===== config.mk =====
export PLATFORM = sky130hd
export DESIGN_NAME = burst_ram_arbiter_flat
export DESIGN_NICKNAME = d
export VERILOG_FILES = /design/src/rtl/burst_ram_arbiter_if.sv /design/src/rtl/burst_ram_arbiter.sv /design/src/flat_wrapper.sv
export SDC_FILE = /design/constraint.sdc
export NUM_CORES = 1
export LEC_CHECK = 0
export CAP_MARGIN = 20
export CORE_AREA = 4 4 168 170
export CTS_CLUSTER_DIAMETER = 120
export DETAILED_ROUTE_END_ITERATION = 12
export DIE_AREA = 0 0 172 174
export GPL_TIMING_DRIVEN = 0
export PLACE_DENSITY = 0.57
export SLEW_MARGIN = 10
export SYNTH_ARGS = -nofsm -noshare
export SYNTH_HDL_FRONTEND = slang
export SYNTH_SLANG_ARGS = --single-unit

===== constraint.sdc =====
create_clock -name clk -period 2.2 [get_ports clk]
set_input_delay 0.55 -clock clk [delete_from_list [all_inputs] [get_ports clk]]
set_output_delay 0.55 -clock clk [all_outputs]
set_load 0.005 [all_outputs]

===== src/rtl/burst_ram_arbiter_if.sv =====
// burst_ram_arbiter_if : cache-master request/beat signals and BurstRAM port bundle
// Revision 1.0
`default_nettype none

interface burst_ram_arbiter_if #(
   parameter int DW = 4,
   parameter int BW = 64
);
   logic            m0_cmd;
   logic            m0_cmd_en;
   logic [DW-1:0]   m0_addr;
   logic [BW-1:0]   m0_wr_data;
   logic [BW/8-1:0] m0_data_mask;
   logic            m0_ack;
   logic            m0_busy;
   logic [BW-1:0]   m0_rd_data;
   logic            m0_rd_data_valid;

   logic            m1_cmd;
   logic            m1_cmd_en;
   logic [DW-1:0]   m1_addr;
   logic [BW-1:0]   m1_wr_data;
   logic [BW/8-1:0] m1_data_mask;
   logic            m1_ack;
   logic            m1_busy;
   logic [BW-1:0]   m1_rd_data;
   logic            m1_rd_data_valid;

   logic            br_cmd;
   logic            br_cmd_en;
   logic [DW-1:0]   br_addr;
   logic [BW-1:0]   br_wr_data;
   logic [BW/8-1:0] br_data_mask;
   logic [BW-1:0]   br_rd_data;
   logic            br_rd_data_valid;
   logic            br_busy;
   logic            err_stray;

   // Arbiter view
   modport slave (
      input  m0_cmd, m0_cmd_en, m0_addr, m0_wr_data, m0_data_mask,
      output m0_ack, m0_busy, m0_rd_data, m0_rd_data_valid,
      input  m1_cmd, m1_cmd_en, m1_addr, m1_wr_data, m1_data_mask,
      output m1_ack, m1_busy, m1_rd_data, m1_rd_data_valid,
      output br_cmd, br_cmd_en, br_addr, br_wr_data, br_data_mask,
      input  br_rd_data, br_rd_data_valid, br_busy,
      output err_stray
   );

   // Cache-master / RAM-model view
   modport master (
      output m0_cmd, m0_cmd_en, m0_addr, m0_wr_data, m0_data_mask,
      input  m0_ack, m0_busy, m0_rd_data, m0_rd_data_valid,
      output m1_cmd, m1_cmd_en, m1_addr, m1_wr_data, m1_data_mask,
      input  m1_ack, m1_busy, m1_rd_data, m1_rd_data_valid,
      input  br_cmd, br_cmd_en, br_addr, br_wr_data, br_data_mask,
      output br_rd_data, br_rd_data_valid, br_busy,
      input  err_stray
   );
endinterface

`default_nettype wire


===== src/rtl/burst_ram_arbiter.sv =====
// burst_ram_arbiter : round-robin whole-burst arbiter sharing one BurstRAM port between two caches
// Revision 1.0
`default_nettype none

module burst_ram_arbiter #(
   parameter int RAM_DEPTH_BITWIDTH      = 4,
   parameter int RAM_BURST_DATA_BITWIDTH = 64,
   parameter int RAM_BURST_DATA_COUNT    = 4
) (
   input  wire logic          clk,
   input  wire logic          rst_n,
   burst_ram_arbiter_if.slave bus
);

   localparam int DW = RAM_DEPTH_BITWIDTH;
   localparam int BW = RAM_BURST_DATA_BITWIDTH;
   localparam int MW = BW / 8;
   localparam int CW = $clog2(RAM_BURST_DATA_COUNT + 1);

   localparam logic [CW-1:0] c_BEATS   = CW'(RAM_BURST_DATA_COUNT);
   localparam logic [CW-1:0] c_LAST_RD = CW'(RAM_BURST_DATA_COUNT - 1);
   localparam logic [CW-1:0] c_ONE     = CW'(1);

   typedef enum logic [1:0] {
      S_IDLE     = 2'd0,
      S_WR_BEATS = 2'd1,
      S_RD_BEATS = 2'd2,
      S_DRAIN    = 2'd3
   } state_t;

   state_t          r_state;
   state_t          w_state_nxt;

   logic            r_owner_vld;
   logic            r_owner;
   logic            r_rr_last;
   logic [CW-1:0]   r_beat_cnt;

   logic            r_ack0;
   logic            r_ack1;
   logic            r_br_cmd;
   logic            r_br_cmd_en;
   logic [DW-1:0]   r_br_addr;
   logic [BW-1:0]   r_br_wr_data;
   logic [MW-1:0]   r_br_data_mask;
   logic            r_err_stray;

   logic            w_grant;
   logic            w_winner;
   logic            w_win_cmd;
   logic [DW-1:0]   w_win_addr;
   logic [BW-1:0]   w_win_wdata;
   logic [MW-1:0]   w_win_mask;
   logic [BW-1:0]   w_own_wdata;
   logic [MW-1:0]   w_own_mask;
   logic            w_wr_fwd;
   logic            w_rd_beat;
   logic            w_rd_last;
   logic [BW-1:0]   w_wr_data_nxt;
   logic [MW-1:0]   w_mask_nxt;

   // Arbitration: a lone requester wins; on a tie the master that did not win last time wins.
   assign w_grant     = (r_state == S_IDLE) && !bus.br_busy && (bus.m0_cmd_en || bus.m1_cmd_en);
   assign w_winner    = (bus.m0_cmd_en && bus.m1_cmd_en) ? ~r_rr_last : bus.m1_cmd_en;

   assign w_win_cmd   = w_winner ? bus.m1_cmd       : bus.m0_cmd;
   assign w_win_addr  = w_winner ? bus.m1_addr      : bus.m0_addr;
   assign w_win_wdata = w_winner ? bus.m1_wr_data   : bus.m0_wr_data;
   assign w_win_mask  = w_winner ? bus.m1_data_mask : bus.m0_data_mask;
   assign w_own_wdata = r_owner  ? bus.m1_wr_data   : bus.m0_wr_data;
   assign w_own_mask  = r_owner  ? bus.m1_data_mask : bus.m0_data_mask;

   // Write counter holds the index of the next beat to forward; reaching c_BEATS ends the burst.
   assign w_wr_fwd    = (r_state == S_WR_BEATS) && (r_beat_cnt != c_BEATS);
   assign w_rd_beat   = (r_state == S_RD_BEATS) && bus.br_rd_data_valid;
   assign w_rd_last   = w_rd_beat && (r_beat_cnt == c_LAST_RD);

   always_ff @(posedge clk) begin
      if (!rst_n) begin
         r_state <= S_IDLE;
      end else begin
         r_state <= w_state_nxt;
      end
   end

   always_comb begin
      w_state_nxt   = r_state;
      w_wr_data_nxt = '0;
      w_mask_nxt    = '0;
      case (r_state)
         S_IDLE: begin
            if (w_grant) begin
               w_state_nxt = w_win_cmd ? S_WR_BEATS : S_RD_BEATS;
               if (w_win_cmd) begin
                  w_wr_data_nxt = w_win_wdata;
                  w_mask_nxt    = w_win_mask;
               end
            end
         end
         S_WR_BEATS: begin
            if (w_wr_fwd) begin
               w_wr_data_nxt = w_own_wdata;
               w_mask_nxt    = w_own_mask;
            end else begin
               w_state_nxt = S_DRAIN;
            end
         end
         S_RD_BEATS: begin
            if (w_rd_last) begin
               w_state_nxt = S_DRAIN;
            end
         end
         S_DRAIN: begin
            if (!bus.br_busy) begin
               w_state_nxt = S_IDLE;
            end
         end
         default: begin
            w_state_nxt = S_IDLE;
         end
      endcase
   end

   always_ff @(posedge clk) begin
      if (!rst_n) begin
         r_owner_vld    <= 1'b0;
         r_owner        <= 1'b0;
         r_rr_last      <= 1'b1;
         r_beat_cnt     <= '0;
         r_ack0         <= 1'b0;
         r_ack1         <= 1'b0;
         r_br_cmd       <= 1'b0;
         r_br_cmd_en    <= 1'b0;
         r_br_addr      <= '0;
         r_br_wr_data   <= '0;
         r_br_data_mask <= '0;
         r_err_stray    <= 1'b0;
      end else begin
         r_br_cmd_en    <= w_grant;
         r_ack0         <= w_grant && !w_winner;
         r_ack1         <= w_grant && w_winner;
         r_br_wr_data   <= w_wr_data_nxt;
         r_br_data_mask <= w_mask_nxt;

         if (w_grant) begin
            r_owner_vld <= 1'b1;
            r_owner     <= w_winner;
            r_rr_last   <= w_winner;
            r_br_cmd    <= w_win_cmd;
            r_br_addr   <= w_win_addr;
            r_beat_cnt  <= w_win_cmd ? c_ONE : '0;
         end else if (w_wr_fwd || w_rd_beat) begin
            r_beat_cnt  <= r_beat_cnt + c_ONE;
         end

         if ((r_state == S_DRAIN) && !bus.br_busy) begin
            r_owner_vld <= 1'b0;
         end

         if (bus.br_rd_data_valid && (r_state != S_RD_BEATS)) begin
            r_err_stray <= 1'b1;
         end
      end
   end

   assign bus.m0_ack           = r_ack0;
   assign bus.m1_ack           = r_ack1;
   assign bus.br_cmd           = r_br_cmd;
   assign bus.br_cmd_en        = r_br_cmd_en;
   assign bus.br_addr          = r_br_addr;
   assign bus.br_wr_data       = r_br_wr_data;
   assign bus.br_data_mask     = r_br_data_mask;
   assign bus.err_stray        = r_err_stray;

   assign bus.m0_rd_data       = bus.br_rd_data;
   assign bus.m1_rd_data       = bus.br_rd_data;
   assign bus.m0_rd_data_valid = w_rd_beat && r_owner_vld && !r_owner;
   assign bus.m1_rd_data_valid = w_rd_beat && r_owner_vld &&  r_owner;

   assign bus.m0_busy = ((r_state != S_IDLE) && !(r_owner_vld && !r_owner))
                        || bus.br_busy || (r_state == S_DRAIN);
   assign bus.m1_busy = ((r_state != S_IDLE) && !(r_owner_vld &&  r_owner))
                        || bus.br_busy || (r_state == S_DRAIN);

endmodule

`default_nettype wire


===== src/flat_wrapper.sv =====
// flat-port wrapper written by rule: the top's interface ports become plain ports
module burst_ram_arbiter_flat 
#(
   parameter int RAM_DEPTH_BITWIDTH      = 4,
   parameter int RAM_BURST_DATA_BITWIDTH = 64,
   parameter int RAM_BURST_DATA_COUNT    = 4
)
  (clk, rst_n, bus_m0_cmd, bus_m0_cmd_en, bus_m0_addr, bus_m0_wr_data, bus_m0_data_mask, bus_m0_ack, bus_m0_busy, bus_m0_rd_data, bus_m0_rd_data_valid, bus_m1_cmd, bus_m1_cmd_en, bus_m1_addr, bus_m1_wr_data, bus_m1_data_mask, bus_m1_ack, bus_m1_busy, bus_m1_rd_data, bus_m1_rd_data_valid, bus_br_cmd, bus_br_cmd_en, bus_br_addr, bus_br_wr_data, bus_br_data_mask, bus_br_rd_data, bus_br_rd_data_valid, bus_br_busy, bus_err_stray);
  burst_ram_arbiter_if #(.DW((4)), .BW((64))) bus_i ();
  input  wire logic clk;
  input  wire logic rst_n;
  input wire logic [$bits(bus_i.m0_cmd)-1:0] bus_m0_cmd;
  input wire logic [$bits(bus_i.m0_cmd_en)-1:0] bus_m0_cmd_en;
  input wire logic [$bits(bus_i.m0_addr)-1:0] bus_m0_addr;
  input wire logic [$bits(bus_i.m0_wr_data)-1:0] bus_m0_wr_data;
  input wire logic [$bits(bus_i.m0_data_mask)-1:0] bus_m0_data_mask;
  output wire logic [$bits(bus_i.m0_ack)-1:0] bus_m0_ack;
  output wire logic [$bits(bus_i.m0_busy)-1:0] bus_m0_busy;
  output wire logic [$bits(bus_i.m0_rd_data)-1:0] bus_m0_rd_data;
  output wire logic [$bits(bus_i.m0_rd_data_valid)-1:0] bus_m0_rd_data_valid;
  input wire logic [$bits(bus_i.m1_cmd)-1:0] bus_m1_cmd;
  input wire logic [$bits(bus_i.m1_cmd_en)-1:0] bus_m1_cmd_en;
  input wire logic [$bits(bus_i.m1_addr)-1:0] bus_m1_addr;
  input wire logic [$bits(bus_i.m1_wr_data)-1:0] bus_m1_wr_data;
  input wire logic [$bits(bus_i.m1_data_mask)-1:0] bus_m1_data_mask;
  output wire logic [$bits(bus_i.m1_ack)-1:0] bus_m1_ack;
  output wire logic [$bits(bus_i.m1_busy)-1:0] bus_m1_busy;
  output wire logic [$bits(bus_i.m1_rd_data)-1:0] bus_m1_rd_data;
  output wire logic [$bits(bus_i.m1_rd_data_valid)-1:0] bus_m1_rd_data_valid;
  output wire logic [$bits(bus_i.br_cmd)-1:0] bus_br_cmd;
  output wire logic [$bits(bus_i.br_cmd_en)-1:0] bus_br_cmd_en;
  output wire logic [$bits(bus_i.br_addr)-1:0] bus_br_addr;
  output wire logic [$bits(bus_i.br_wr_data)-1:0] bus_br_wr_data;
  output wire logic [$bits(bus_i.br_data_mask)-1:0] bus_br_data_mask;
  input wire logic [$bits(bus_i.br_rd_data)-1:0] bus_br_rd_data;
  input wire logic [$bits(bus_i.br_rd_data_valid)-1:0] bus_br_rd_data_valid;
  input wire logic [$bits(bus_i.br_busy)-1:0] bus_br_busy;
  output wire logic [$bits(bus_i.err_stray)-1:0] bus_err_stray;
  assign bus_i.m0_cmd = bus_m0_cmd;
  assign bus_i.m0_cmd_en = bus_m0_cmd_en;
  assign bus_i.m0_addr = bus_m0_addr;
  assign bus_i.m0_wr_data = bus_m0_wr_data;
  assign bus_i.m0_data_mask = bus_m0_data_mask;
  assign bus_m0_ack = bus_i.m0_ack;
  assign bus_m0_busy = bus_i.m0_busy;
  assign bus_m0_rd_data = bus_i.m0_rd_data;
  assign bus_m0_rd_data_valid = bus_i.m0_rd_data_valid;
  assign bus_i.m1_cmd = bus_m1_cmd;
  assign bus_i.m1_cmd_en = bus_m1_cmd_en;
  assign bus_i.m1_addr = bus_m1_addr;
  assign bus_i.m1_wr_data = bus_m1_wr_data;
  assign bus_i.m1_data_mask = bus_m1_data_mask;
  assign bus_m1_ack = bus_i.m1_ack;
  assign bus_m1_busy = bus_i.m1_busy;
  assign bus_m1_rd_data = bus_i.m1_rd_data;
  assign bus_m1_rd_data_valid = bus_i.m1_rd_data_valid;
  assign bus_br_cmd = bus_i.br_cmd;
  assign bus_br_cmd_en = bus_i.br_cmd_en;
  assign bus_br_addr = bus_i.br_addr;
  assign bus_br_wr_data = bus_i.br_wr_data;
  assign bus_br_data_mask = bus_i.br_data_mask;
  assign bus_i.br_rd_data = bus_br_rd_data;
  assign bus_i.br_rd_data_valid = bus_br_rd_data_valid;
  assign bus_i.br_busy = bus_br_busy;
  assign bus_err_stray = bus_i.err_stray;
  burst_ram_arbiter #(.RAM_DEPTH_BITWIDTH(RAM_DEPTH_BITWIDTH), .RAM_BURST_DATA_BITWIDTH(RAM_BURST_DATA_BITWIDTH), .RAM_BURST_DATA_COUNT(RAM_BURST_DATA_COUNT)) u_core (.clk(clk), .rst_n(rst_n), .bus(bus_i));
endmodule

Word-level counts from Yosys, hierarchy flattened
Index checks and enable logic that the tools add are counted.
{"block": "word_totals", "in_bits": 224, "reg_bits": 89}
{"block": "classes", "eq_ne": 10, "addsub": 1, "n_mux": 24, "n_reduce_logical": 33, "bitwise": 2}
{"op": "2-to-1 mux 64 bit", "count": 5}
{"op": "case mux 64 bit (2 select lines)", "count": 1}
{"op": "2-to-1 mux 8 bit", "count": 5}
{"op": "logical AND 1 bit", "count": 17}
{"op": "case mux 8 bit (2 select lines)", "count": 1}
{"op": "2-to-1 mux 2 bit", "count": 5}
{"op": "case mux 2 bit (4 select lines)", "count": 1}
{"op": "logical OR 1 bit", "count": 6}
{"op": "2-to-1 mux 3 bit", "count": 2}
{"op": "!= test 2 bit, second input constant", "count": 3}
{"op": "logical NOT 1 bit", "count": 5}
{"op": "equality test 2 bit, second input constant", "count": 2}
{"op": "2-to-1 mux 4 bit", "count": 1}
{"op": "!= test 2 x 1 -> 1 bit, second input constant", "count": 2}
{"op": "AND reduction 4 bit", "count": 1}
{"op": "nonzero test 2 bit", "count": 2}
{"op": "adder 3 x 1 -> 3 bit, second input constant", "count": 1}
{"op": "equality test 3 x 2 -> 1 bit, second input constant", "count": 1}
{"op": "2-to-1 mux 1 bit", "count": 3}
{"op": "!= test 3 bit, second input constant", "count": 1}
{"op": "equality test 2 x 1 -> 1 bit, second input constant", "count": 1}
{"op": "logical NOT 2 bit", "count": 1}
{"op": "inverter 1 bit", "count": 2}
{"op": "OR reduction 2 bit", "count": 1}

Longest topological paths before layout
Gate-level depths: netlist (run 1).
{"block": "logic_depth", "depth_word": 6, "ltp_mapped": 7, "mapped_depth_nobuf": 6}

Least setup slack after synthesis (run 1)
Ideal clock, no wire load.
{"block": "synth_path", "path_type": "flip-flop to flip-flop", "start": "register u_core.r_state[0]", "end": "register u_core.r_br_data_mask[0], in the netlist u_core.bus.br_data_mask[0]", "setup_time_ns": 0.117, "path_slack_ns": 0.399, "arrival_ns": 1.684, "synth_period_minus_slack_ns": 1.801, "stages_incl_launch_ff": 7, "t_required_ns": 2.083, "path_buffers": 1, "cell_sequence": "dfxtp_1 -> inv_1 -> ha_1 -> o21ai_0 -> a21oi_4 -> buf_6 -> a22o_2"}
{"block": "synth_via", "elab_chain_cells": 5, "word_cells_on_any_way": 8, "classes_between": "1 x eq/ne; 3 x mux; 4 x reduce/logical"}
{"item": "start, declared", "line": "burst_ram_arbiter.sv:31", "text": "state_t r_state;"}
{"item": "start signal, assigned", "line": "burst_ram_arbiter.sv:82", "text": "r_state <= w_state_nxt;"}
{"item": "logical NOT 2 bit", "line": "burst_ram_arbiter.sv:63, burst_ram_arbiter.sv:90"}
{"item": "logical AND 1 bit (2 in a row)", "line": "burst_ram_arbiter.sv:63", "text": "assign w_grant = (r_state == S_IDLE) && !bus.br_busy && (bus.m0_cmd_en || bus.m1_cmd_en);"}
{"item": "2-to-1 mux 8 bit", "line": "burst_ram_arbiter.sv:92", "text": "if (w_grant) begin"}
{"item": "case mux 8 bit (2 select lines) *", "line": "burst_ram_arbiter.sv:90", "text": "case (r_state)"}
{"item": "end signal, assigned", "line": "burst_ram_arbiter.sv:143", "text": "r_br_data_mask <= w_mask_nxt;"}
{"item": "end, declared", "line": "burst_ram_arbiter.sv:45", "text": "logic [MW-1:0] r_br_data_mask;"}
Mark *: on every way between the ends. The rest lies on a longest branch, timed or not.
A chain may end at the register's enable or synchronous reset.

Worst setup path after layout (run 1)
{"block": "layout_path", "start": "input port bus_m0_cmd_en", "end": "register u_core.r_br_data_mask[4], in the netlist u_core.bus.br_data_mask[4]"}
{"block": "layout_via", "elab_chain_cells": 6, "word_cells_on_any_way": 9, "classes_between": "6 x mux; 3 x reduce/logical"}
{"item": "start, declared", "line": "flat_wrapper.sv:13", "text": "input wire logic [$bits(bus_i.m0_cmd_en)-1:0] bus_m0_cmd_en;"}
{"item": "logical AND 1 bit", "line": "burst_ram_arbiter.sv:64", "text": "assign w_winner = (bus.m0_cmd_en && bus.m1_cmd_en) ? ~r_rr_last : bus.m1_cmd_en;"}
{"item": "2-to-1 mux 1 bit", "line": "burst_ram_arbiter.sv:64"}
{"item": "2-to-1 mux 8 bit or 2-to-1 mux 1 bit (tied branches)", "line": "burst_ram_arbiter.sv:69, burst_ram_arbiter.sv:66"}
{"item": "2-to-1 mux 8 bit", "line": "burst_ram_arbiter.sv:94", "text": "if (w_win_cmd) begin"}
{"item": "2-to-1 mux 8 bit *", "line": "burst_ram_arbiter.sv:92"}
{"item": "case mux 8 bit (2 select lines) *", "line": "burst_ram_arbiter.sv:90"}
Marks and branches as above.

==> metrics list, run 1 <==
- The flow ran to the end, and the final reports show no timing, DRC or antenna violations.
- Across every metal layer, demand over resource in global routing totals 0.1201.
* Largest area contributor in the synthesized netlist: sky130_fd_sc_hd__dfxtp_1
* ANT nets after route: 0
- Crit path buf inv count: 2
- Area added between synthesis and finish: 105.5%
- Static timing analysis puts the maximum clock frequency at 480.8 MHz.
- Among all flip-flop cells after synthesis, the most frequent one is sky130_fd_sc_hd__dfxtp_1.
- Number of non-filler instances in the completed layout: 1,120
* Mean cell area of the mapped netlist: 10.81 um^2
- Wire length per cell after detailed routing: 17.34 um
- Among cell families on the critical path, the largest total delay comes from buffers and inverters.
- Once placement completed, the tool counted placed cells totaling 1,105.
* Skew-Pair Late Insertion Delay: 0.34 ns
- Across the routed clock network, the largest skew measured is 0.01046 ns.
- The floorplan has 60 rows.
- sky130_fd_sc_hd__buf_4 is the most common cell in the netlist.
- CTS H-tree depth: 3
* Pin count of the biggest net entering global routing: 15
- The number of antenna diodes in the final layout is 0.
- Slowest stage delay, CP: 0.50 ns
* Setup TNS after final layout: 0 ns
* Clock-pin slew of the registers on the worst-case setup and hold paths: 0.07 ns
- Maximum buffer depth of the clock tree: 2
* Number of global-route vias before repair: 4,543
- The first routing iteration left 105 violations.
- Overall die width: 172 um
- After routing the design area is 0.008707 mm^2.
- Core area: 0.02673 mm^2
- In this run the count of I/O pins placed on the die edge is 437.
* Pin slew with the least headroom to its limit: 0.6537 ns
- Clock tree from TritonCTS: built
* Max cap viols: 0
- Number of synthesized register bits: 89
- The cell sitting at the root of the clock tree is a sky130_fd_sc_hd__clkbuf_16.
- After synthesis, the share of flip-flops with an asynchronous set or reset is 0.
* Final weighted congestion of routability-driven global placement: 0.7743
- IO buf count: 372
- Per-cell via count in the routed design: 3.720
* Share of the yosys chip area belonging to registers: 0.4206
* Floorplan die height: 174 um
- The number of pins with negative max-slew slack in the final report came to 0.
- Data on the critical path arrives at its endpoint at 2.34 ns.
- Crit Path Max Fanout: 10
- Counting every net in the synthesized netlist gives 624.
- The synthesized netlist occupies a cell area of 0.004237 mm^2.
- The worst setup path is launched from an input port.
- Summing over every cut layer, the via total after detailed routing is 4,166.
- Number of flops mapped to enable cells by yosys: 0
- Initial standard-cell utilization of the core: 0.1585
- Master of the slowest instance on the critical path: sky130_fd_sc_hd__clkdlybuf4s50_1
- By area the synthesized netlist is led by sky130_fd_sc_hd__dfxtp_1, sky130_fd_sc_hd__buf_4, sky130_fd_sc_hd__a22o_2.
- Yosys printed 0 warnings.
- Final critical-path share of the clock period: 0.9454
* Number of instances in the synthesized netlist: 392
* Placed cell area: 0.008387 mm^2
* Wire length of the first global-routing pass: 26.84 mm
* Area share of the leading cell type in the synthesized netlist: 0.4206
* Detailed-router iteration count before antenna repair: 4
* Area of the die: 0.02993 mm^2
- Kind of capture point of the worst setup path: register
- Final critical-path required period: 2.080 ns
* Finish-stage setup viols: 0
- Wire length after detailed routing: 19.43 mm
- Summed over all nets, the half-perimeter wirelength after detailed placement is 16.77 mm.
- For the worst setup path, the data required time is 2.46 ns.
* Worst-case headroom to the max-slew limit: 0.5642
- CP cell instances: clkdlybuf4s50_1 > and2_4 > nand4b_4 > a21oi_4 > buf_6 > a22o_2
- TritonCTS Buffers: 9
- Number of sinks on the clock net: 89
* Fraction of layout cells with a size suffix above 1: 0.2875
- Total power consumption of the routed design: 5.799 mW
* PwrDens: 666.0 mW/mm^2
* Category of the critical setup timing path: in2reg
- Yosys cell types: 38
- Leakage power figure: 3.600 nW
* Number of nets in the layout: 1,007
- Maximum ir drop on the vdd rail: 0.3036 mV
* Final hold violation count: 0
- After detailed routing, the number of remaining DRC violations is 0.
- Ranked by instance count, the synthesized netlist is headed by sky130_fd_sc_hd__buf_4, sky130_fd_sc_hd__dfxtp_1, sky130_fd_sc_hd__a22o_2.
- Initial antenna violation count: 2
- Type of the worst min-delay path: reg2reg
- Setup repair after global routing left no endpoint under its margin.
- GR Overflow Total: 0
-- worst register-to-register path, stage by stage, from the launching register on --
cell,delay (ns)
sky130_fd_sc_hd__dfxtp_1,0.38
sky130_fd_sc_hd__inv_1,0.06
sky130_fd_sc_hd__ha_1,0.20
sky130_fd_sc_hd__a21boi_1,0.26
sky130_fd_sc_hd__nand2_1,0.14
sky130_fd_sc_hd__a21oi_4,0.47
sky130_fd_sc_hd__buf_6,0.24
sky130_fd_sc_hd__a22o_2,0.19
-- cells in the final DEF, fill, tap and decap left out, drive strengths merged, types with 2 or more instances in the layout --
cell type	Yosys	layout
a21boi	3	3
a21o	2	2
a21oi	2	2
a22o	72	72
buf	143	143
clkbuf	1	12
clkdlybuf4s50	0	366
clkinv	0	2
dfxtp	89	89
dlygate4sd2	0	6
ha	8	8
inv	10	11
mux2i	5	5
nand2	16	16
nand3	2	2
nor2	8	8
nor2b	3	3
o211a	6	6
o21a	2	2
o21ai	5	5
-- metrics by stage --
step / setup WS, ns / hold WS [ns] / utilization
floorplan: 0.3991 / 0.4642 / -
global placement: -0.3632 / 0.4580 / 0.3138
detailed placement: -0.3606 / 0.4560 / 0.3138
CTS: 0.07725 / 0.4733 / 0.3258
global route: 0.03351 / 0.5218 / 0.3258
finish: 0.1201 / 0.4646 / 0.3258
-- flip-flops by register name, indices dropped and copies added, names as in the netlist --
signal,flops
u_core.r_owner,1
u_core.bus.br_cmd_en,1
u_core.r_beat_cnt,3
u_core.bus.br_addr,4
u_core.r_owner_vld,1
u_core.r_state,2
u_core.bus.br_wr_data,64
u_core.bus.err_stray,1
u_core.bus.m1_ack,1
u_core.bus.br_data_mask,8
u_core.bus.m0_ack,1
u_core.bus.br_cmd,1
u_core.r_rr_last,1
-- what timing repair did --
| action | CTS | global route |
|---|---|---|
| resized for setup | 16 | 0 |
| hold buffers | 0 | 0 |
| endpoints found under the setup margin | 6 | 0 |
| setup buffers | 0 | 0 |
-- power by group --
part	internal [mW]	leakage [nW]	total, mW	switching (mW)
logic	1.43	2.73	2.21	0.783
registers	1.88	0.725	1.99	0.111
clock network	0.912	0.146	1.60	0.685
-- final timing paths --
path                            cells after the start            startpoint                          to  slack (ns)
worst max-delay path                                6         bus_m0_cmd_en  u_core.bus.br_data_mask[4]        0.12
worst min-delay path                                1  u_core.bus.err_stray        u_core.bus.err_stray        0.46
worst max register to register                      7  u_core.r_beat_cnt[0]  u_core.bus.br_data_mask[4]        0.19
worst min register to register                      1  u_core.bus.err_stray        u_core.bus.err_stray        0.46
-- routing by layer --
layer,wire (um),part of all wire,global-route usage,vias to the layer above
met5,13,0.00067,0,-
met4,222,0.011,0.03013,2
met3,2367,0.12,0.05276,11
met2,10220,0.53,0.2318,278
met1,6600,0.34,0.1142,1865
li1,-,-,-,2010
-- logic make-up after synthesis --
kind of cell	synth area share
compound gates	0.2215
simple gates	0.04548
fa+ha+maj	0.02363
flops	0.4206
xor+xnor	0.002068
buf+inv	0.2750
mux	0.01181
-- layout make-up --
| cell class | instances | area [um^2] |
|---|---|---|
| multi-input combinational | 149 | 1315 |
| buffer | 144 | 1127 |
| clock buffer | 11 | 242.7 |
| inverter | 10 | 40.04 |
| tap | 341 | 426.7 |
| timing repair buffer | 372 | 3716 |
| fill | 2750 | 18020 |
| sequential | 89 | 1787 |
| clock inverter | 4 | 52.55 |
No activity file was read; power rests on OpenSTA's default activity.
==> run 2: changes to the inputs <==
- ABC_AREA: default -> 1
- CORE_AREA: 4 4 168 170 -> 4 4 167 169
- DIE_AREA: 0 0 172 174 -> 0 0 171 173
- PLACE_DENSITY: 0.57 -> 0.65
- SETUP_SLACK_MARGIN: default -> 0.1
==> metrics list, run 2 <==
* Most common cell in the netlist: sky130_fd_sc_hd__nand2_1
* Total power consumption of the routed design: 5.966 mW
- IR analysis of the VDD net gives a maximum drop of 0.3789 mV.
* Area used by multi-input combinational logic: 0.002664 mm^2
* DR top layer: met4
- After filler insertion, the fill cell instance count of the layout stands at 2,744.
* TritonCTS Buffers: 9
* Pins Over Slew Limit: 0
- Fraction of layout cells with a size suffix above 1: 0.1518
- Of the total power, combinational logic draws 0.423.
- Unrepaired setup endpoints after global routing: true
- Cells after DPL: 1,612
- The initial utilization of the core area, before any placement, comes to 0.2274.
- The mapped netlist covers 0.006045 mm^2.
- Top FF cell, synth: sky130_fd_sc_hd__dfxtp_1
* HPWL reported at the end of detailed placement: 23.87 mm
- Number of non-filler instances in the completed layout: 1,627
- The run finished with clean final reports.
- Final critical-path share of the clock period: 0.9363
- Category of the critical setup timing path: in2out
- After synthesis, the share of flip-flops with an asynchronous set or reset is 0.
- Of the total power, the share spent switching nets is 0.3357.
- At the pin with the least slew margin, the transition time is 0.6680 ns.
* Register area: 0.001785 mm^2
- The register with the most flip-flops in the layout has 64 of them.
- Master cell of the clock root buffer: sky130_fd_sc_hd__clkbuf_16
* Setup TNS after final layout: 0 ns
- In the final design database the tool counted 1,514 nets.
* Int Power: 3.964 mW
* FMAX: 485.4 MHz
* Worst-case headroom to the max-slew limit: 0.5547
* Yosys cell types: 21
- The share of total power dissipated in sequential elements is 0.312.
- Max cap viols: 0
- Final critical-path required period: 2.060 ns
* Met3 layer wire length in the routed design: 2.337 mm
* Wire length per cell after detailed routing: 18.43 um
- The library cell used most frequently in the layout, excluding fill and tap cells, is sky130_fd_sc_hd__clkdlybuf4s50_1.
- The core region is 0.02658 mm^2.
- Final weighted congestion of routability-driven global placement: 0.8265
* GR Overflow Total: 0
- CTS H-tree depth: 3
- Area share of the leading cell type in the synthesized netlist: 0.2948
- In the routed design, unresolved DRC markers number 0.
- Slowest stage delay, CP: 0.55 ns
* Setup skew after layout: 0.01027 ns
- The clock reaches the later pin of the worst-skew pair after 0.34 ns.
- Area of the die: 0.02958 mm^2
- Detailed-router iteration count before antenna repair: 5
* Top cells by area in the synthesized netlist: sky130_fd_sc_hd__dfxtp_1, sky130_fd_sc_hd__buf_4, sky130_fd_sc_hd__nand2_1
- Crit Path Max Fanout: 4
* Top library cells by usage in the layout, fill and taps aside: sky130_fd_sc_hd__clkdlybuf4s50_1, sky130_fd_sc_hd__nand2_1, sky130_fd_sc_hd__buf_4, sky130_fd_sc_hd__nand3_1, sky130_fd_sc_hd__inv_1
- Setup violations remaining at the end of the flow were counted as 0.
* Hold_buf cts: 0
- The slowest stage of the critical path is the sky130_fd_sc_hd__clkdlybuf4s50_1 cell.
* Final core utilization: 0.3972
- Worst path arrival time: 1.51 ns
* ANT nets after route: 0
* Wire length after detailed routing: 29.98 mm
- Leading cell types by count after synthesis: sky130_fd_sc_hd__nand2_1, sky130_fd_sc_hd__buf_4, sky130_fd_sc_hd__dfxtp_1
* Share of total power in the clock network: 0.265
* Type of the worst min-delay path: reg2reg
- The finished cells cover 0.01056 mm^2.
- Number of violations reported at the end of detailed-routing iteration 0: 619
* Final hold violation count: 0
- The die is 171 um wide.
- Floorplan die height: 173 um
- Row generation in the floorplan step produced 60 rows.
- After detailed routing, the number of vias per cell comes to 4.561.
- Switching component of the power: 2.003 mW
* Clock tree from TritonCTS: built
- In this run the power density over the cells is 565.2 mW/mm^2.
- Leakage power figure: 4.328 nW
* M1 WL: 11.53 mm
* Pin count of the biggest net entering global routing: 14
- GRT Total Usage: 0.1904
* Number of flops mapped to enable cells by yosys: 0
- Compared with the post-synthesis result, the final layout area differs by 74.62%.
- Post-Synthesis Net Count: 1,131
* Ports: 437
* CP cell instances: clkdlybuf4s50_1 > inv_2 > nand3_1 > dlygate4sd2_1
* Sum of met2 wire segment lengths after detailed routing: 15.37 mm
- CTS saw 89 sinks.
- Initial antenna violation count: 1
- The Yosys step of the flow raised 0 warnings.
* Mean cell area of the mapped netlist: 6.724 um^2
- Critical Path Start Type: input port
- Share of the yosys chip area belonging to registers: 0.2948
- Kind of capture point of the worst setup path: output port
- After technology mapping, the gate count stands at 899.
- Total via count in the routed design: 7,421
- Maximum buffer depth of the clock tree: 2
- The via count of the first global-routing pass is 7,533.
- Largest area contributor in the synthesized netlist: sky130_fd_sc_hd__dfxtp_1
- After clock tree synthesis, the clock-pin slew on the worst setup and hold paths is 0.06 ns.
* Number of synthesized register bits: 89
- IO buf count: 372
- Wire length of the first global-routing pass: 44.12 mm
- Placed cell area: 0.01019 mm^2
- Data on the critical path is required at its endpoint by 1.65 ns.
[run 2: cell families after synthesis]
| group | count (synthesis) | synth area share |
|---|---|---|
| simple gates | 287 | 0.1989 |
| fa+ha+maj | 8 | 0.01656 |
| compound gates | 232 | 0.2225 |
| buf+inv | 283 | 0.2672 |
| flops | 89 | 0.2948 |
[run 2: critical path: cells and delay by family]
family | cells | cell delay, ns
AND/OR/NAND/NOR | 1 | 0.08
buffers and inverters | 3 | 0.87
[run 2: path summary, 6_finish.rpt]
check             slack (ns)                         to                  from  depth (start not counted)
hold / removal          0.47          u_core.bus.br_cmd     u_core.bus.br_cmd                          2
setup reg to reg        0.37  u_core.bus.br_wr_data[12]  u_core.r_beat_cnt[0]                          8
setup / recovery        0.14                bus_m0_busy           bus_br_busy                          4
hold reg to reg         0.47          u_core.bus.br_cmd     u_core.bus.br_cmd                          2
[run 2: what timing repair did]
| item | CTS | global route |
|---|---|---|
| gates resized for setup | 20 | 27 |
| buffers inserted | 0 | 0 |
| endpoints found under the setup margin | 8 | 37 |
| pin swaps | 0 | 0 |
[run 2: cell type report]
cell class | count | area share
timing repair buffer | 372 | 0.3530
multi-input combinational | 527 | 0.2524
sequential | 89 | 0.1692
buffer | 191 | 0.1252
tap | 341 | 0.04042
inverter | 92 | 0.03272
clock buffer | 10 | 0.02264
clock inverter | 4 | 0.004267
antenna | 1 | 0.0002371
[run 2: power by group through the flow]
stage | clock network (mW) | logic (mW) | registers [mW]
after floorplan | 0 | 1.18 | 1.90
after global placement | 0 | 2.48 | 1.89
after detailed placement | 0 | 2.50 | 1.89
after CTS | 1.63 | 2.52 | 1.86
after global routing | 1.69 | 2.75 | 1.88
final | 1.58 | 2.52 | 1.86
[run 2: per-stage QoR]
stage          setup slack [ns]  hold slack (ns)
4_1_cts                 0.06836           0.4682
3_5_place_dp            -0.6167           0.4582
5_1_grt                 0.01138           0.4958
3_3_place_gp            -0.6251           0.4561
6_report                 0.1401           0.4704
2_1_floorplan            0.5999           0.4287
[run 2: routing by layer]
layer / track usage / vias up
li1: - / 3603
met1: 0.2139 / 3402
met2: 0.3468 / 382
met3: 0.05327 / 34
met4: 0.05579 / 0
met5: 0 / -
==> run 3: changes to the inputs <==
- CELL_PAD_IN_SITES_DETAIL_PLACEMENT: default -> 1
- CELL_PAD_IN_SITES_GLOBAL_PLACEMENT: default -> 2
- CORE_AREA: 4 4 167 169 -> default
- CORE_MARGIN: default -> 4
- CORE_UTILIZATION: default -> 17
- DIE_AREA: 0 0 171 173 -> default
- PLACE_DENSITY: 0.65 -> 0.91
==> metrics list, run 3 (same netlist as run 2, synthesis figures left out) <==
- Initial standard-cell utilization of the core: 0.1737
- Final antenna diode count: 0
- Data on the critical path is required at its endpoint by 2.46 ns.
* Area of the die: 0.03864 mm^2
- The number of antenna violations at the first check in global routing came to 4.
* Final critical-path share of the clock period: 0.9433
* Core area: 0.03480 mm^2
* Skew-Pair Late Insertion Delay: 0.37 ns
* Top library cells by usage in the layout, fill and taps aside: sky130_fd_sc_hd__clkdlybuf4s50_1, sky130_fd_sc_hd__nand2_1, sky130_fd_sc_hd__buf_4, sky130_fd_sc_hd__nand3_1, sky130_fd_sc_hd__dfxtp_1
- The die is 196.6 um tall.
- Leakage power figure: 4.332 nW
- The final hold violation count came to 0.
- The startpoint identified for the worst register-to-register timing path is u_core.r_beat_cnt[0].
* PwrDens: 580.1 mW/mm^2
- Worst path setup slack after routing: 0.1247 ns
* Worst path arrival time: 2.33 ns
- In this run, the number of DRC markers left after iteration 0 of detailed routing was 197.
- The worst hold path begins at u_core.bus.err_stray.
- CTS H-tree depth: 3
- The critical path contains buffers and inverters numbering 3 combined.
- In this run the clock root is driven by a sky130_fd_sc_hd__clkbuf_16.
* Unrepaired setup endpoints after global routing: true
- Across every metal layer, demand over resource in global routing totals 0.1603.
- The first global-routing pass estimated 48.18 mm of wire.
* HPWL reported at the end of detailed placement: 25.49 mm
- Crit Path Max Fanout: 10
* Type of the worst min-delay path: reg2reg
* Clock tree from TritonCTS: built
* Maximum buffer depth of the clock tree: 2
* Setup skew after layout: 0.01095 ns
- Among all stages on the critical path, the largest delay is contributed by sky130_fd_sc_hd__clkdlybuf4s50_1.
- In this design, the largest share of critical-path delay is due to buffers and inverters.
- Detailed-router iteration count before antenna repair: 4
* GR Overflow Total: 0
* Pins Over Slew Limit: 0
- Wire length per cell after detailed routing: 18.54 um
- Clock-pin slew of the registers on the worst-case setup and hold paths: 0.07 ns
* ANT nets after route: 0
* Max cap viols: 0
* Worst hold slack after final layout: 0.4744 ns
- STA classifies the critical path startpoint as an input port.
- Worst setup slack before clock tree synthesis: -0.5980 ns
* Maximum ir drop on the vdd rail: 0.3668 mV
* FMAX: 481.9 MHz
* Final core utilization: 0.3089
- The die is 196.6 um wide.
- Finish-stage setup viols: 0
* Number of global-route vias before repair: 8,047
* Category of the critical setup timing path: in2reg
- For this block, the routed nets add up to 32.30 mm of wire.
- Row Count: 68
* Remaining routing DRC violations: 0
* Slowest stage delay, CP: 0.58 ns
- Number of flip-flops in the largest register: 64
- The signal on the critical path passes through clkdlybuf4s50_1 > nor2_1 > nor2_4 > buf_4 > buf_2 > nand3_1 > a21oi_1.
* Worst-case headroom to the max-slew limit: 0.5725
* Final critical-path required period: 2.075 ns
- Cells after DPL: 1,726
- Input and output buffers added on the ports amount to 372.
- Kind of capture point of the worst setup path: register
* Crit path from: bus_m1_cmd_en
- Number of non-filler instances in the completed layout: 1,742
* Area added between synthesis and finish: 77.81%
- Of the cells placed in the final design, the portion with a size suffix greater than 1 is 0.1546.
- TritonCTS created 9 clock buffers.
* Number of nets in the layout: 1,514
- The clock net in this run drives a total of 89 sinks.
* Per-cell via count in the routed design: 4.298
- Total via count in the routed design: 7,487
- Pin count of the biggest net entering global routing: 20
* Ports: 437
- Pin slew with the least headroom to its limit: 0.6413 ns
- Setup TNS after final layout: 0 ns
- Leaving out fill and tap cells, the most frequent cell in the layout is sky130_fd_sc_hd__clkdlybuf4s50_1.
- The congestion estimate from routability-driven global placement came to 0.7631.
- Status: finished, final reports clean
==> run 3: cell types whose count changed in the layout (fill, tap and decap cells not counted), moves of 2 or more <==
| cell | before | now |
|---|---|---|
| sky130_fd_sc_hd__clkinv_2 | 3 | 1 |
| sky130_fd_sc_hd__ha_1 | 8 | 6 |
| sky130_fd_sc_hd__clkbuf_1 | 23 | 25 |
| sky130_fd_sc_hd__dfxtp_2 | 3 | 1 |
| sky130_fd_sc_hd__ha_4 | 0 | 2 |
| sky130_fd_sc_hd__buf_4 | 139 | 142 |
| sky130_fd_sc_hd__inv_1 | 87 | 85 |
| sky130_fd_sc_hd__buf_2 | 12 | 9 |
| sky130_fd_sc_hd__clkinvlp_4 | 0 | 2 |
==> run 3: what timing repair did <==
item,4_1_cts,5_1_grt
setup endpoints to repair,12,46
setup buffers,1,0
hold buffers,0,0
pin swaps,1,0
resized for setup,27,24
==> run 3: layout make-up <==
class | count | area (um^2)
plain buffers | 190 | 1300
clock buffers | 11 | 232.7
clock inverters | 5 | 80.08
fillers | 4221 | 24050
inverters | 92 | 347.8
multi-input cells | 527 | 2698
flip-flops and latches | 89 | 1787
well taps | 455 | 569.3
repair buffers | 373 | 3734
==> run 3: stage by stage <==
step / area [um^2] / power (mW)
2_1_floorplan: 6045 / 3.075
3_3_place_gp: 10340 / 4.409
3_5_place_dp: 10340 / 4.466
4_1_cts: 10690 / 6.315
5_1_grt: 10750 / 6.640
6_report: 10750 / 6.235
==> run 3: final timing paths <==
| check | cells after the start | slack (ns) | end |
|---|---|---|---|
| setup reg to reg | 8 | 0.25 | u_core.bus.br_wr_data[51] |
| setup / recovery | 7 | 0.12 | u_core.bus.br_wr_data[51] |
| hold reg to reg | 2 | 0.47 | u_core.bus.err_stray |
| hold / removal | 2 | 0.47 | u_core.bus.err_stray |
==> run 3: power breakdown <==
group          switching, mW  total, mW  internal, mW
Sequential            0.0740       1.87          1.79
Combinational           1.30       2.59          1.29
Clock                  0.783       1.78         0.997
Total                   2.16       6.23          4.08
==> run 3: worst register-to-register path: stages, from the launching register on <==
cell and delay, ns:
sky130_fd_sc_hd__dfxtp_1 0.33, sky130_fd_sc_hd__inv_1 0.07, sky130_fd_sc_hd__ha_1 0.19, sky130_fd_sc_hd__nand2_1 0.07
sky130_fd_sc_hd__nand2_1 0.14, sky130_fd_sc_hd__inv_2 0.28, sky130_fd_sc_hd__clkbuf_2 0.32, sky130_fd_sc_hd__o211ai_1 0.13
sky130_fd_sc_hd__a21oi_1 0.30
==> run 3: per-layer routing <==
metal | up-vias | part of all wire | routed length [um] | global-route usage
met4 | 8 | 0.012 | 389 | 0.03595
met2 | 296 | 0.51 | 16380 | 0.2895
met1 | 3545 | 0.40 | 12940 | 0.1857
met3 | 24 | 0.079 | 2538 | 0.05026
li1 | 3614 | - | - | -
met5 | - | 0.0017 | 56 | 0
